<file path="config.mk">
export PLATFORM = sky130hd
export DESIGN_NAME = uart_rx
export DESIGN_NICKNAME = d
export VERILOG_FILES = /design/src/rtl/uart_pkg.sv /design/src/rtl/uart_sync2.sv /design/src/rtl/uart_rx.sv
export SDC_FILE = /design/constraint.sdc
export NUM_CORES = 1
export LEC_CHECK = 0
export CAP_MARGIN = 20
export CORE_MARGIN = 1.5
export CORE_UTILIZATION = 50
export DETAILED_ROUTE_END_ITERATION = 10
export PLACE_DENSITY = 0.71
export SYNTH_ARGS = -nofsm -noshare
export SYNTH_HDL_FRONTEND = slang
export SYNTH_HIERARCHICAL = 1
export SYNTH_SLANG_ARGS = --single-unit
</file>
<file path="constraint.sdc">
create_clock -name clk -period 1.7 [get_ports clk]
set_input_delay 0.17 -clock clk [delete_from_list [all_inputs] [get_ports clk]]
set_output_delay 0.17 -clock clk [all_outputs]
set_load 0.005 [all_outputs]
</file>
<file path="src/rtl/uart_pkg.sv">
// Shared UART definitions: the FSM state enum (also used by the transmitter),
// counter/data widths, the received-frame payload and small helper functions.
package uart_pkg;

    localparam int unsigned CNT_W  = 16;
    localparam int unsigned DATA_W = 8;

    typedef enum logic [2:0] {
        IDLE   = 3'd0,
        START  = 3'd1,
        DATA   = 3'd2,
        PARITY = 3'd3,
        STOP   = 3'd4
    } uart_state_e;

    // Result of one received frame, presented together on rx_valid_o.
    typedef struct packed {
        logic [DATA_W-1:0] data;
        logic              parity_err;
        logic              frame_err;
    } uart_rx_result_t;

    // System clocks per serial bit (integer division).
    function automatic int unsigned clks_per_bit(input int unsigned clk_freq,
                                                 input int unsigned baud_rate);
        return clk_freq / baud_rate;
    endfunction

    // 2-of-3 majority vote.
    function automatic logic majority3(input logic [2:0] s);
        return (s[0] & s[1]) | (s[0] & s[2]) | (s[1] & s[2]);
    endfunction

endpackage

</file>
<file path="src/rtl/uart_sync2.sv">
// Two-flop synchronizer for a single asynchronous input.
// Ports:
//   clk     - system clock
//   rst     - asynchronous active-high reset, both flops load RST_VAL
//   i_async - asynchronous input
//   o_sync  - synchronized output
module uart_sync2 #(
    parameter logic RST_VAL = 1'b1
) (
    input  logic clk,
    input  logic rst,
    input  logic i_async,
    output logic o_sync
);

    logic r_meta;
    logic r_sync;

    always_ff @(posedge clk or posedge rst) begin
        if (rst) begin
            r_meta <= RST_VAL;
            r_sync <= RST_VAL;
        end else begin
            r_meta <= i_async;
            r_sync <= r_meta;
        end
    end

    assign o_sync = r_sync;

endmodule

</file>
<file path="src/rtl/uart_rx.sv">
// UART receiver, 8-P-1 frame (start, 8 data LSB first, parity, stop).
// Build option: define UART_RX_MAJORITY_EN for 2-of-3 majority sampling
// around each bit centre; otherwise a single centre sample is used. Both
// builds have identical latency and interface.
// Ports:
//   clk          - system clock, rising edge
//   rst          - asynchronous active-high reset
//   rx_line_i    - serial input, asynchronous, idles high
//   rx_data_o    - last received byte, held until the next rx_valid_o
//   rx_valid_o   - one-cycle pulse when a frame completes
//   parity_err_o - parity mismatch, qualified by rx_valid_o
//   frame_err_o  - stop bit sampled low, qualified by rx_valid_o
//   rx_busy_o    - high from start detect until the stop bit is sampled
module uart_rx
    import uart_pkg::*;
#(
    parameter int unsigned CLK_FREQ   = 50000000,
    parameter int unsigned BAUD_RATE  = 115200,
    parameter int unsigned PARITY_ODD = 0
) (
    input  logic              clk,
    input  logic              rst,
    input  logic              rx_line_i,
    output logic [DATA_W-1:0] rx_data_o,
    output logic              rx_valid_o,
    output logic              parity_err_o,
    output logic              frame_err_o,
    output logic              rx_busy_o
);

    localparam int unsigned     CLKS_PER_BIT = clks_per_bit(CLK_FREQ, BAUD_RATE);
    localparam int unsigned     HALF_BIT     = CLKS_PER_BIT / 2;
    localparam logic [CNT_W-1:0] BIT_LAST    = CNT_W'(CLKS_PER_BIT - 1);
    localparam logic [CNT_W-1:0] HALF_LAST   = CNT_W'(HALF_BIT - 1);
    localparam logic            PAR_ODD      = (PARITY_ODD != 0);

    logic w_line;
    logic w_sample;
    logic w_par_exp;

    uart_sync2 #(
        .RST_VAL (1'b1)
    ) u_sync (
        .clk     (clk),
        .rst     (rst),
        .i_async (rx_line_i),
        .o_sync  (w_line)
    );

    // The decision cycle is one cycle after the nominal bit centre, so the
    // sample window (centre-1, centre, centre+1) is complete in both builds.
`ifdef UART_RX_MAJORITY_EN
    logic [1:0] r_hist;

    always_ff @(posedge clk or posedge rst) begin
        if (rst) begin
            r_hist <= 2'b11;
        end else begin
            r_hist <= {r_hist[0], w_line};
        end
    end

    assign w_sample = majority3({r_hist, w_line});
`else
    logic r_hist;

    always_ff @(posedge clk or posedge rst) begin
        if (rst) begin
            r_hist <= 1'b1;
        end else begin
            r_hist <= w_line;
        end
    end

    assign w_sample = r_hist;
`endif

    uart_state_e       r_state;
    logic [CNT_W-1:0]  r_count;
    logic [2:0]        r_bit_idx;
    logic [DATA_W-1:0] r_shift;
    logic              r_parity_err;
    logic              r_armed;
    uart_rx_result_t   r_result;
    logic              r_valid;
    logic              r_busy;

    assign w_par_exp = PAR_ODD ? ~(^r_shift) : ^r_shift;

    // Receive FSM; r_armed blocks a new start detect after a break until
    // the line has been seen high again.
    always_ff @(posedge clk or posedge rst) begin
        if (rst) begin
            r_state      <= IDLE;
            r_count      <= '0;
            r_bit_idx    <= '0;
            r_shift      <= '0;
            r_parity_err <= 1'b0;
            r_armed      <= 1'b1;
            r_result     <= '0;
            r_valid      <= 1'b0;
            r_busy       <= 1'b0;
        end else begin
            r_valid <= 1'b0;
            case (r_state)
                IDLE: begin
                    r_count   <= '0;
                    r_bit_idx <= '0;
                    if (w_line) begin
                        r_armed <= 1'b1;
                    end else if (r_armed) begin
                        r_state <= START;
                        r_busy  <= 1'b1;
                    end
                end
                START: begin
                    if (r_count == HALF_LAST) begin
                        r_count <= '0;
                        if (!w_sample) begin
                            r_state <= DATA;
                        end else begin
                            r_state <= IDLE;
                            r_busy  <= 1'b0;
                        end
                    end else begin
                        r_count <= r_count + CNT_W'(1);
                    end
                end
                DATA: begin
                    if (r_count == BIT_LAST) begin
                        r_count            <= '0;
                        r_shift[r_bit_idx] <= w_sample;
                        if (r_bit_idx == 3'd7) begin
                            r_state <= PARITY;
                        end else begin
                            r_bit_idx <= r_bit_idx + 3'd1;
                        end
                    end else begin
                        r_count <= r_count + CNT_W'(1);
                    end
                end
                PARITY: begin
                    if (r_count == BIT_LAST) begin
                        r_count      <= '0;
                        r_parity_err <= (w_sample != w_par_exp);
                        r_state      <= STOP;
                    end else begin
                        r_count <= r_count + CNT_W'(1);
                    end
                end
                STOP: begin
                    if (r_count == BIT_LAST) begin
                        r_count             <= '0;
                        r_bit_idx           <= '0;
                        r_result.data       <= r_shift;
                        r_result.parity_err <= r_parity_err;
                        r_result.frame_err  <= ~w_sample;
                        r_valid             <= 1'b1;
                        r_busy              <= 1'b0;
                        r_state             <= IDLE;
                        if (!w_sample) begin
                            r_armed <= 1'b0;
                        end
                    end else begin
                        r_count <= r_count + CNT_W'(1);
                    end
                end
                default: begin
                    r_state <= IDLE;
                    r_busy  <= 1'b0;
                end
            endcase
        end
    end

    assign rx_data_o    = r_result.data;
    assign parity_err_o = r_result.parity_err;
    assign frame_err_o  = r_result.frame_err;
    assign rx_valid_o   = r_valid;
    assign rx_busy_o    = r_busy;

endmodule

</file>
; Word level (Yosys, flattened, before mapping)
; Cells that the tools add are included.
[totals]
reg_bits = 47
inputBits = 3
[op_classes]
add_sub_neg = 2
n_lt_le_gt_ge = 2
n_eq_ne = 19
mux = 30
n_bitwise = 2
n_reduce_logical = 15
[ops]
columns = op, n
row1 = 16-bit one-hot mux with 3 select lines, 1
row2 = 16-bit 2-to-1 mux, 2
row3 = 3-bit 2-to-1 mux, 9
row4 = "2-bit inequality test, second input constant", 10
row5 = "16-bit by 1-bit adder with 16-bit output, second input constant", 1
row6 = "16-bit by 8-bit == test with 1-bit output, second input constant", 1
row7 = "16-bit by 9-bit == test with 1-bit output, second input constant", 1
row8 = 3-bit one-hot mux with 5 select lines, 1
row9 = 1-bit 2-to-1 mux, 11
row10 = 3-bit one-hot mux with 3 select lines, 1
row11 = 8-bit bitwise mux, 1
row12 = 4-bit AND reduction, 2
row13 = 8-bit XOR reduction, 1
row14 = 7-bit AND reduction, 1
row15 = "3-bit by 2-bit == test with 1-bit output, second input constant", 2
row16 = "3-bit == test, second input constant", 2
row17 = 2-bit AND reduction, 3
row18 = 6-bit AND reduction, 1
row19 = 3-bit nonzero test, 2
row20 = "3-bit by 4-bit < comparator with 1-bit output, second input constant", 1
row21 = 1-bit one-hot mux with 4 select lines, 1
row22 = "3-bit by 1-bit adder with 3-bit output, second input constant", 1
row23 = 1-bit demux with 3-bit select, 1
row24 = "3-bit by 1-bit == test with 1-bit output, second input constant", 1
row25 = other kinds (11), 12

; Longest topological paths before layout
[depth]
ltp_word = 5
mapped_depth = 9
mapped_depth_nobuf = 7

; Cells and area by module
; Netlist, hierarchy kept.
[by_module_without_submodules]
columns = module, instances, cells_per_inst, area_per_inst_um2, seq_area_each_um2
row1 = uart_rx, 1, 248, 2473.6, 1128.6
row2 = uart_sync2, 1, 3, 56.3, 52.6

; Least setup slack after synthesis
; Ideal clock, no wire load.
[synth_timing]
kind = register -> register
from = register r_count[2]
to = register r_shift[1]
t_arrival_ns = 1.690
t_required_ns = 1.572
setup_slack_ns = -0.118
path_stages_with_launch = 8
path_buffers = 2
path_cell_list = dfrtp_1 > buf_6 > nor4_2 > and4_1 > buf_6 > nand2_2 > nor3_2 > mux2_1
[synth_via]
elab_chain_cells = 2
[synth_rtl]
columns = element, line
row1 = start: declaration, uart_rx.sv:79  ; logic [CNT_W-1:0] r_count;
row2 = start signal: assignment, uart_rx.sv:126  ; r_count <= r_count + CNT_W'(1);
row3 = start signal: assignment, uart_rx.sv:139  ; r_count <= r_count + CNT_W'(1);
row4 = start signal: assignment, uart_rx.sv:148  ; r_count <= r_count + CNT_W'(1);
row5 = 16-bit by 9-bit == test with 1-bit output, uart_rx.sv:130  ; if (r_count == BIT_LAST) begin
row6 = 2-bit AND reduction (no source line), n/a
row7 = end signal: indexed assignment, uart_rx.sv:132  ; r_shift[r_bit_idx] <= w_sample;
row8 = end: declaration, uart_rx.sv:81  ; logic [DATA_W-1:0] r_shift;
; No other way between the ends.
; A chain may end at the register's enable or synchronous reset.

; Worst setup path after layout
[layout_timing]
from = register r_count[0]
to = register r_count[4]
[layout_via]
elab_chain_cells = 3
[layout_rtl]
columns = element, line
row1 = "16-bit by 1-bit adder with 16-bit output, or another cell as far along", n/a
row2 = "16-bit 2-to-1 mux, on equally long branches", n/a
row3 = 16-bit one-hot mux with 3 select lines (*), uart_rx.sv:105  ; case (r_state)
; Every way passes the cells marked *; elsewhere a longest branch is shown, timed or not.

==> results.sh <==
export IMPL_grt_usage_pct=20.7
export IMPL_grt_pass1_wl_mm=8.71
export IMPL_htreeDepth=2
export IMPL_slowest_delay_ps=450
export IMPL_endpoint_kind="flop"
export IMPL_synth_ff_type="dfrtp_1"
export IMPL_hold_viol=0
export IMPL_fmax_mhz=518
export IMPL_ys_ff_latch=47
export IMPL_violations="negative setup slack"
export IMPL_coreArea_um2=4790
export IMPL_status="finished with violations"
export IMPL_crit_path_top_delay_cell="dfrtp_2"
export IMPL_worst_slew_pin_transition_ps=467
export IMPL_drive_gt1_share_pct=34.6
export IMPL_n_antenna_cell=0
export IMPL_peakVddDrop_uv=872
export IMPL_fin_worst_skew_ps=9.41
export IMPL_ant_nets=0
export IMPL_critical_path_class="flop to flop"
export IMPL_routed_via_density=5.59
export IMPL_cts_buffers=5
export IMPL_num_rows=25
export IMPL_syn_area_um2=2530
export IMPL_synth_cells=251
export IMPL_synth_distinct_cells=47
export IMPL_clockBufferDepth=2
export IMPL_routabilityCongestion=0.800
export IMPL_drtIter0Drc=129
export IMPL_slew_headroom_pct=68.8
export IMPL_final_cell_count_no_fill=373
export IMPL_period_share_pct=114
export IMPL_critPathRequiredTime_ps=1880
export IMPL_hpwl_mm=3.59
export IMPL_path_cells="inv_1, ha_1, nor3b_1, and4_4, o32ai_4, buf_12, a41oi_2, a31oi_1"
export IMPL_grt_max_degree=46
export IMPL_ys_seq_area_share_pct=46.7
export IMPL_hold_path_class="input port to async pin"
export IMPL_grt_pass1_vias=1913
export IMPL_grt_ovfl_total=0
export IMPL_place_inst=358
export IMPL_hold_ws_ps=209
export IMPL_grt_setup_unrepaired="true"
export IMPL_area_delta_synth_final_pct=32.4
export IMPL_startpoint_type="flop"
export IMPL_start_util_pct=52.9
export IMPL_setup_viol=41
export IMPL_power_uw=3310
export IMPL_final_max_slew_violation_count=0
export IMPL_p_leak_uw=0.00150
export IMPL_portBuffers=14
export IMPL_num_io_pins=15
export IMPL_power_per_cell_area_nw_per_um2=988
export IMPL_nets=314
export IMPL_die_area_um2=5500
export IMPL_route_detailed_drc=0
export IMPL_setup_slack_ps=-231
export IMPL_critPathMaxFanout=24
export IMPL_tns_ps=-4790
export IMPL_cts_tree="yes"
export IMPL_arrival_ps=2110
export IMPL_die_y_um=74.1
export IMPL_dr_pass1_iters=4
export IMPL_synth_edff_count=0
export IMPL_cts_sinks=47
export IMPL_critical_path_top_delay_family="simple AND/OR/NAND/NOR gates"
export IMPL_ys_async_sr_fraction_pct=100
export IMPL_clk_pin_slew_worst_paths_ps=90
export IMPL_antenna_found_initial=0
export IMPL_die_w_um=74.1
export IMPL_avgSynthCellArea_um2=10.1
export IMPL_vias=2084
export IMPL_worstSkewPairLatency_ps=300
export IMPL_cts_hold_buf=0
export IMPL_cap_violations=0
export IMPL_synth_fp_nets=260
export IMPL_wirelength_mm=5.92
export IMPL_yosys_warnings=6
export IMPL_place_ws_ps=-205
export IMPL_path_buf_inv=2
export IMPL_min_period_ps=1930
export IMPL_post_drt_wl_per_cell_um=15.9
export IMPL_cts_root_buf="clkbuf_8"
[layout make-up]
class | instances | area (µm²)
multi-input combinational | 184 | 1410
tap | 67 | 83.8
sequential | 47 | 1180
fill | 347 | 1440
clock buffer | 5 | 68.8
timing repair buffer | 58 | 523
inverter | 9 | 33.8
clock inverter | 3 | 46.3
[layout by cell type, fill, tap and decap left out, drive strengths merged]
cell            n
nand2b          2
a21oi          12
xnor2           9
dfrtp          43
mux2            9
a22oi           1
inv             9
a22o            5
and2            1
nor3b           2
nand3b          4
nor4            3
and4b           1
bufinv          1
ha              6
nor3            8
o32ai           1
or3             1
a31oi          11
a31o            2
a21o            1
and4            4
nor2b           4
and3b           1
o21ai          12
nand3           9
clkinv          1
nor2           14
clkbuf          5
xor2            3
nand4           5
a32oi           1
buf            44
clkdlybuf4s50  14
o41ai           1
dfstp           4
nand2          48
a41oi           3
clkinvlp        1
[timing repair]
action	in CTS	in global routing
cloned	0	1
setup endpoints to repair	40	41
resized for setup	17	28
pin swaps	2	11
setup buffers	1	5
[cell families (layout without fill, tap and decap cells)]
family	Yosys count	after routing	share of synthesized area [%]
flops	47	47	46.7
fa+ha+maj	6	6	2.97
mux	9	9	4.01
simple gates	107	107	22.1
buf+inv	20	75	6.03
xor+xnor	12	12	4.15
compound gates	50	50	14.0
[sequential cells by signal, summed over array words and instances, names as in the netlist, 3 cells and up]
signal,count
r_count,16
r_shift,8
rx_data_o,8
r_bit_idx,3
r_state,3
[metal layers]
layer	global-route usage, %	up-vias	part of all wire (%)
li1	-	1008	-
met1	27.8	1017	45
met2	32.4	48	50
met3	4.61	11	3.7
met4	8.64	0	1.4
met5	0	-	0
[cell usage after synthesis (all sizes together) (2+ instances only)]
cell | count | share of area [%]
nand2 | 48 | 7.3
clkbuf | 5 | 1.9
nor4 | 3 | 1.2
a22o | 5 | 1.7
buf | 6 | 2.8
a31o | 2 | 0.69
nor2 | 14 | 2.1
xor2 | 3 | 1.0
dfrtp | 43 | 43
nand3b | 4 | 1.3
nor3b | 2 | 0.59
nand2b | 2 | 0.49
o21ai | 12 | 2.4
ha | 6 | 3.0
nor2b | 4 | 0.99
xnor2 | 9 | 3.1
a21oi | 12 | 2.4
nand3 | 9 | 1.8
a31oi | 11 | 2.7
mux2 | 9 | 4.0
inv | 9 | 1.3
and4 | 4 | 1.5
dfstp | 4 | 4.2
nand4 | 5 | 1.2
nor3 | 8 | 2.2
a41oi | 3 | 1.0
[per-stage QoR]
stage	util [%]	cell area, µm²
final	70.0	3350
after CTS	66.6	3190
after detailed placement	62.7	3000
after global placement	62.7	3000
after floorplan	-	2580
after global routing	70.0	3350
[path summary, 6_finish.rpt]
check                      slack [ps]       endpoint  cells past startpoint          start
setup / recovery                 -230     r_count[4]                      8     r_count[0]
hold / removal                    210  u_sync/r_meta                      2            rst
setup reg to reg                 -230     r_count[4]                      8     r_count[0]
hold reg to reg                   360  u_sync/o_sync                      0  u_sync/r_meta
max in group asynchronous        1210        r_armed                      3            rst
min in group clk                  260  u_sync/r_meta                      1      rx_line_i
[report_power, final]
part / switching [µW] / internal, µW
registers: 115 / 1210
logic: 629 / 514
clock network: 395 / 443
No activity file was read; power rests on OpenSTA's default activity.
